File: config.mk
export PLATFORM = sky130hd
export DESIGN_NAME = ysyx_regfile_sb
export DESIGN_NICKNAME = d
export VERILOG_FILES = /design/src/rtl/ysyx_regfile_pkg.sv /design/src/rtl/ysyx_regfile_sb_counter.sv /design/src/rtl/ysyx_regfile_sb.sv
export SDC_FILE = /design/constraint.sdc
export NUM_CORES = 2
export LEC_CHECK = 0
export ABC_AREA = 0
export BUFFER_PORTS_ARGS = -buffer_cell sky130_fd_sc_hd__buf_2
export CAP_MARGIN = 20
export CORE_MARGIN = 5
export CORE_UTILIZATION = 47
export DETAILED_ROUTE_END_ITERATION = 8
export GPL_TIMING_DRIVEN = 1
export PLACE_DENSITY = 0.67
export SLEW_MARGIN = 5
export SYNTH_ARGS = -nofsm -noshare
export SYNTH_HDL_FRONTEND = slang
export SYNTH_SLANG_ARGS = --single-unit
File: constraint.sdc
create_clock -name clk -period 9.05 [get_ports clk]
set_input_delay 0.905 -clock clk [delete_from_list [all_inputs] [get_ports clk]]
set_output_delay 0.905 -clock clk [all_outputs]
set_load 0.02 [all_outputs]
File: src/rtl/ysyx_regfile_pkg.sv
// ----------------------------------------------------------------------------
// ysyx_regfile_pkg
//   Shared sizing and types for the scoreboarded GPR file.
//   NR_REG : architectural registers (reg 0 reads as zero, never counted)
//   DATA_W : register width
//   NR_RD  : number of combinational read ports
//   CNT_W  : busy-counter width; up to 2**CNT_W-1 in-flight writers per reg
// ----------------------------------------------------------------------------
package ysyx_regfile_pkg;

    localparam int NR_REG = 32;
    localparam int DATA_W = 32;
    localparam int NR_RD  = 2;
    localparam int CNT_W  = 2;
    localparam int AW     = $clog2(NR_REG);

    typedef logic [AW-1:0]     reg_addr_t;
    typedef logic [DATA_W-1:0] reg_data_t;
    typedef logic [CNT_W-1:0]  sb_cnt_t;

    localparam sb_cnt_t CNT_ONE = sb_cnt_t'(1);
    localparam sb_cnt_t CNT_MAX = '1;

endpackage

File: src/rtl/ysyx_regfile_sb_counter.sv
// ----------------------------------------------------------------------------
// ysyx_sb_counter
//   In-flight writer counter for one register.
//   clk, rst : clock, synchronous active-high reset
//   inc      : an accepted issue targets this register
//   dec      : a writeback targets this register
//   flush    : drop all pending writers (counter cleared next cycle)
//   cnt      : current count
//   busy     : cnt != 0
//   full     : cnt == maximum
// ----------------------------------------------------------------------------
module ysyx_sb_counter
    import ysyx_regfile_pkg::*;
(
    input  logic    clk,
    input  logic    rst,
    input  logic    inc,
    input  logic    dec,
    input  logic    flush,
    output sb_cnt_t cnt,
    output logic    busy,
    output logic    full
);

    sb_cnt_t cnt_q;
    sb_cnt_t cnt_d;

    // Simultaneous inc+dec cancels; decrement saturates at 0 and increment
    // never wraps past the maximum.
    always_comb begin
        cnt_d = cnt_q;
        if (flush) begin
            cnt_d = '0;
        end else begin
            case ({inc, dec})
                2'b10: if (cnt_q != CNT_MAX) cnt_d = cnt_q + CNT_ONE;
                2'b01: if (cnt_q != '0)      cnt_d = cnt_q - CNT_ONE;
                default: ;
            endcase
        end
    end

    always_ff @(posedge clk) begin
        if (rst) begin
            cnt_q <= '0;
        end else begin
            cnt_q <= cnt_d;
        end
    end

`ifndef SYNTHESIS
    // A writeback with no pending writer means the pipeline lost track.
    always_ff @(posedge clk) begin
        if (!rst && !flush && dec && !inc && (cnt_q == '0)) begin
            $error("ysyx_sb_counter: writeback underflow");
        end
    end
`endif

    assign cnt  = cnt_q;
    assign busy = (cnt_q != '0);
    assign full = (cnt_q == CNT_MAX);

endmodule

File: src/rtl/ysyx_regfile_sb.sv
// ----------------------------------------------------------------------------
// ysyx_regfile_sb
//   GPR file with per-register scoreboard. Combinational read ports bypass a
//   same-cycle writeback; each register keeps a count of in-flight writers.
//   clk, rst   : clock, synchronous active-high reset (overrides wb/flush)
//   rs_addr    : packed read addresses, port p at [p*AW +: AW]
//   rs_data    : packed read data, port p at [p*DATA_W +: DATA_W]
//   rs_busy    : per port, read value still has a pending writer
//   iss_valid  : issue of an instruction writing iss_rd
//   iss_rd     : issue destination
//   iss_ready  : issue accepted when iss_valid & iss_ready
//   wb_valid   : writeback strobe
//   wb_rd      : writeback destination
//   wb_data    : writeback data
//   flush      : clear all counters, drop same-cycle issue, keep wb data
//   sb_idle    : every busy counter is zero (registered state only)
// ----------------------------------------------------------------------------
module ysyx_regfile_sb
    import ysyx_regfile_pkg::*;
(
    input  logic                    clk,
    input  logic                    rst,
    input  logic [NR_RD*AW-1:0]     rs_addr,
    output logic [NR_RD*DATA_W-1:0] rs_data,
    output logic [NR_RD-1:0]        rs_busy,
    input  logic                    iss_valid,
    input  logic [AW-1:0]           iss_rd,
    output logic                    iss_ready,
    input  logic                    wb_valid,
    input  logic [AW-1:0]           wb_rd,
    input  logic [DATA_W-1:0]       wb_data,
    input  logic                    flush,
    output logic                    sb_idle
);

    reg_data_t         rf_q [NR_REG];
    sb_cnt_t           cnt_w [NR_REG];
    logic [NR_REG-1:0] busy_w;
    logic [NR_REG-1:0] full_w;
    logic              iss_acc;

    // ------------------------------------------------------------------
    // Register storage: single write port, reg 0 never written.
    // ------------------------------------------------------------------
    always_ff @(posedge clk) begin
        if (rst) begin
            for (int i = 0; i < NR_REG; i++) begin
                rf_q[i] <= '0;
            end
        end else if (wb_valid && (wb_rd != '0)) begin
            rf_q[wb_rd] <= wb_data;
        end
    end

    // ------------------------------------------------------------------
    // Issue handshake. A full register may still accept an issue when a
    // writeback to it retires one writer in the same cycle.
    // ------------------------------------------------------------------
    assign iss_ready = !flush &&
                       ((iss_rd == '0) || !full_w[iss_rd] ||
                        (wb_valid && (wb_rd == iss_rd)));
    assign iss_acc   = iss_valid && iss_ready;

    // ------------------------------------------------------------------
    // Scoreboard counters, one per non-zero register.
    // ------------------------------------------------------------------
    assign cnt_w[0]  = '0;
    assign busy_w[0] = 1'b0;
    assign full_w[0] = 1'b0;

    generate
        for (genvar gi = 1; gi < NR_REG; gi++) begin : g_cnt
            logic inc_w;
            logic dec_w;

            assign inc_w = iss_acc  && (iss_rd == reg_addr_t'(gi));
            assign dec_w = wb_valid && (wb_rd  == reg_addr_t'(gi));

            ysyx_sb_counter u_cnt (
                .clk   (clk),
                .rst   (rst),
                .inc   (inc_w),
                .dec   (dec_w),
                .flush (flush),
                .cnt   (cnt_w[gi]),
                .busy  (busy_w[gi]),
                .full  (full_w[gi])
            );
        end
    endgenerate

    assign sb_idle = ~|busy_w;

    // ------------------------------------------------------------------
    // Read ports with writeback bypass. On a bypass hit the value is the
    // one being written, so the port is busy only if another writer
    // remains after this one retires.
    // ------------------------------------------------------------------
    generate
        for (genvar gi = 0; gi < NR_RD; gi++) begin : g_rd
            reg_addr_t addr_w;
            reg_data_t data_w;
            logic      busy_rd_w;
            sb_cnt_t   cnt_left_w;

            assign addr_w     = rs_addr[gi*AW +: AW];
            assign cnt_left_w = cnt_w[addr_w] - CNT_ONE;

            always_comb begin
                data_w    = '0;
                busy_rd_w = 1'b0;
                if (addr_w != '0) begin
                    if (wb_valid && (wb_rd == addr_w)) begin
                        data_w    = wb_data;
                        busy_rd_w = (cnt_left_w != '0);
                    end else begin
                        data_w    = rf_q[addr_w];
                        busy_rd_w = busy_w[addr_w];
                    end
                end
            end

            assign rs_data[gi*DATA_W +: DATA_W] = data_w;
            assign rs_busy[gi]                  = busy_rd_w;
        end
    endgenerate

endmodule

==> impl_metrics.tcl <==
set metrics [dict create \
    status "finished clean" \
    dieArea_mm2 0.1390 \
    async_reset_ff_share_pct 0 \
    clock.fmax_mhz 178.3 \
    clock_latency_ns 0.72 \
    antenna_found_initial 25 \
    tightest_slew_ns 1.237 \
    synth_cell_types 73 \
    vias 42849 \
    power_density_mw_per_mm2 181.5 \
    grt_pass1_wl_um 300400 \
    critical_path_required_ns 8.15 \
    post_cts_resized 0 \
    netlist_area_mm2 0.06189 \
    p_leak_nw 23.27 \
    rsz0062_at_grt "no" \
    nets 4628 \
    min_period_ns 5.607 \
    ir_worst_vdd_mv 0.1643 \
    h-tree-depth 3 \
    start_util_pct 47.20 \
    hold_class "reg -> reg" \
    end_kind "primary output" \
    via_per_inst 6.719 \
    first_global_vias 42121 \
    rr_worst_depth 11 \
    cts_root_buffer "clkbuf_16" \
    drive_above_1_share_pct 21.81 \
    grt_overflow 0 \
    cts_buffers 115 \
    critPathKind "in -> out" \
    period_share_pct 61.96 \
    fin_tns_setup_ns 0 \
    drt-pass1-iter-count 6 \
    min-delay-start "g_cnt[19].u_cnt.cnt[1]" \
    drt_wl_total_um 211600 \
    cts_tree "built" \
    cp_max_fo 87 \
    grt_max_degree 93 \
    dp_hpwl_um 121700 \
    remaining_drc_errors 0 \
    finalSetupViolCount 0 \
    critPathLaunchType "input port" \
    cts_sinks 1086 \
    hold_path_depth 2 \
    synth_edf_count 1024 \
    final_hold_viol_count 0 \
    hold_buffers 0 \
    core_area_mm2 0.1311 \
    grt_usage_pct 29.64 \
    crit_arrival_ns 4.70 \
    io_pins 125 \
    die_y_um 372.9 \
    postCtsSetupBuffers 0 \
    placementRows 133 \
    final_common_cell "edfxtp_1" \
    syn-instance-count 4592 \
    synth-seq-cells 1086 \
    reg2reg_from "g_cnt[16].u_cnt.cnt[1]" \
    antenna_left 0 \
    syn-mean-instance-area_um2 13.48 \
    synth_ff_type "edfxtp_1" \
    area_growth_pct 9.687 \
    slew_headroom_pct 16.92 \
    ys_warn_count 0 \
    worst_slack_ns 3.443 \
    synth-seq-area-share_pct 51.69 \
    layout_common_cells "1024 x edfxtp_1, 1014 x and2_1, 520 x mux4_2" \
    drv_cap 0 \
    dieWidth_um 372.9 \
    port_buffers 124 \
    wire_per_inst_um 33.18 \
    startpoint "rs_addr[1]" \
    cts_buffer_depth 3 \
    skew_ns 0.01633 \
    pre_cts_slack_ns 3.593 \
    clkSlewWorstSetupHoldPaths_ns 0.06 \
    gp_congestion 0.9242 \
    report.final.slew_viol_count 0 \
    drt-initial-drc-count 6370 \
]
==> power breakdown <==
part	total (W)	internal (W)	switching (W)
Combinational	0.00165	0.000629	0.00102
Clock	0.00479	0.00270	0.00209
Sequential	0.00589	0.00576	0.000131
Total	0.0123	0.00908	0.00324
==> worst max-delay path, stage by stage <==
cell,delay [ns]
buf_8,0.35
buf_12,0.37
xnor2_1,0.16
nand4_1,0.18
nor2_1,0.08
a21oi_2,0.10
buf_4,0.42
nand2_1,0.66
o221ai_1,1.03
buf_2,0.31
==> sequential cells by signal, summed over array words and instances, names as in the netlist <==
register / count
g_cnt.u_cnt.cnt: 62
rf_q: 1024
==> kinds of logic after synthesis <==
family          count (synthesis)  share of synthesized area (%)
fa+ha+maj                      62                          1.253
xor+xnor                       15                         0.2123
other cells                     1                       0.006059
flops                        1086                          51.69
buf+inv                       537                          3.647
mux                           696                          21.77
compound gates                478                          5.586
simple gates                 1717                          15.84
==> layout make-up <==
type | count | area [µm²]
inverter | 76 | 290.3
clock inverter | 78 | 769.5
timing repair buffer | 230 | 1551
clock buffer | 137 | 2992
antenna | 15 | 37.54
tap | 1755 | 2196
sequential | 1086 | 31990
fill | 11029 | 63240
multi-input combinational | 3000 | 28060
==> Yosys cell counts (all sizes together) (20+ instances only) <==
cell type,n,area share (%)
edfxtp,1024,50
a221oi,48,0.68
buf,122,1.1
and2,1015,10
o2111ai,35,0.50
a22oi,43,0.52
mux2i,174,2.8
inv,75,0.45
nand2,171,1.0
clkbuf,339,2.1
nor3,69,0.57
nor2,168,1.0
ha,62,1.3
a221o,28,0.45
nor4,42,0.42
o2bb2ai,25,0.35
o221ai,21,0.30
and3,30,0.30
nand3,62,0.50
dfxtp,62,2.0
or2,30,0.30
o21ai,69,0.56
nand4,20,0.20
a211oi,23,0.28
mux4,520,19
a21oi,103,0.83
nand2b,47,0.48
==> stage by stage <==
| stage | instances | cell area, µm² | hold slack [ns] | utilization [%] | power (W) |
|---|---|---|---|---|---|
| floorplan | 4623 | 62010 | 0.5208 | - | 0.006968 |
| global placement | 6146 | 64060 | 0.5470 | 48.85 | 0.007566 |
| detailed placement | 6146 | 64060 | 0.5592 | 48.85 | 0.007592 |
| CTS | 6361 | 67820 | 0.5704 | 51.72 | 0.01230 |
| global route | 6364 | 67860 | 0.6086 | 51.75 | 0.01262 |
| finish | 6377 | 67890 | 0.5682 | 51.77 | 0.01232 |
==> path summary, 6_finish.rpt <==
kind | to | slack (ns)
max reg2reg | g_cnt[14].u_cnt.cnt[1] | 5.35
min reg2reg | g_cnt[19].u_cnt.cnt[1] | 0.57
max | rs_data[9] | 3.44
min | g_cnt[19].u_cnt.cnt[1] | 0.57
==> per-layer routing <==
metal / track usage, % / share of wire, % / up-vias
met5: 0 / 0.043 / -
met4: 13.54 / 5.6 / 14
met3: 8.975 / 12 / 662
met2: 46.25 / 46 / 3079
met1: 38.39 / 36 / 21711
li1: - / - / 17383
No activity file was read; power rests on OpenSTA's default activity.
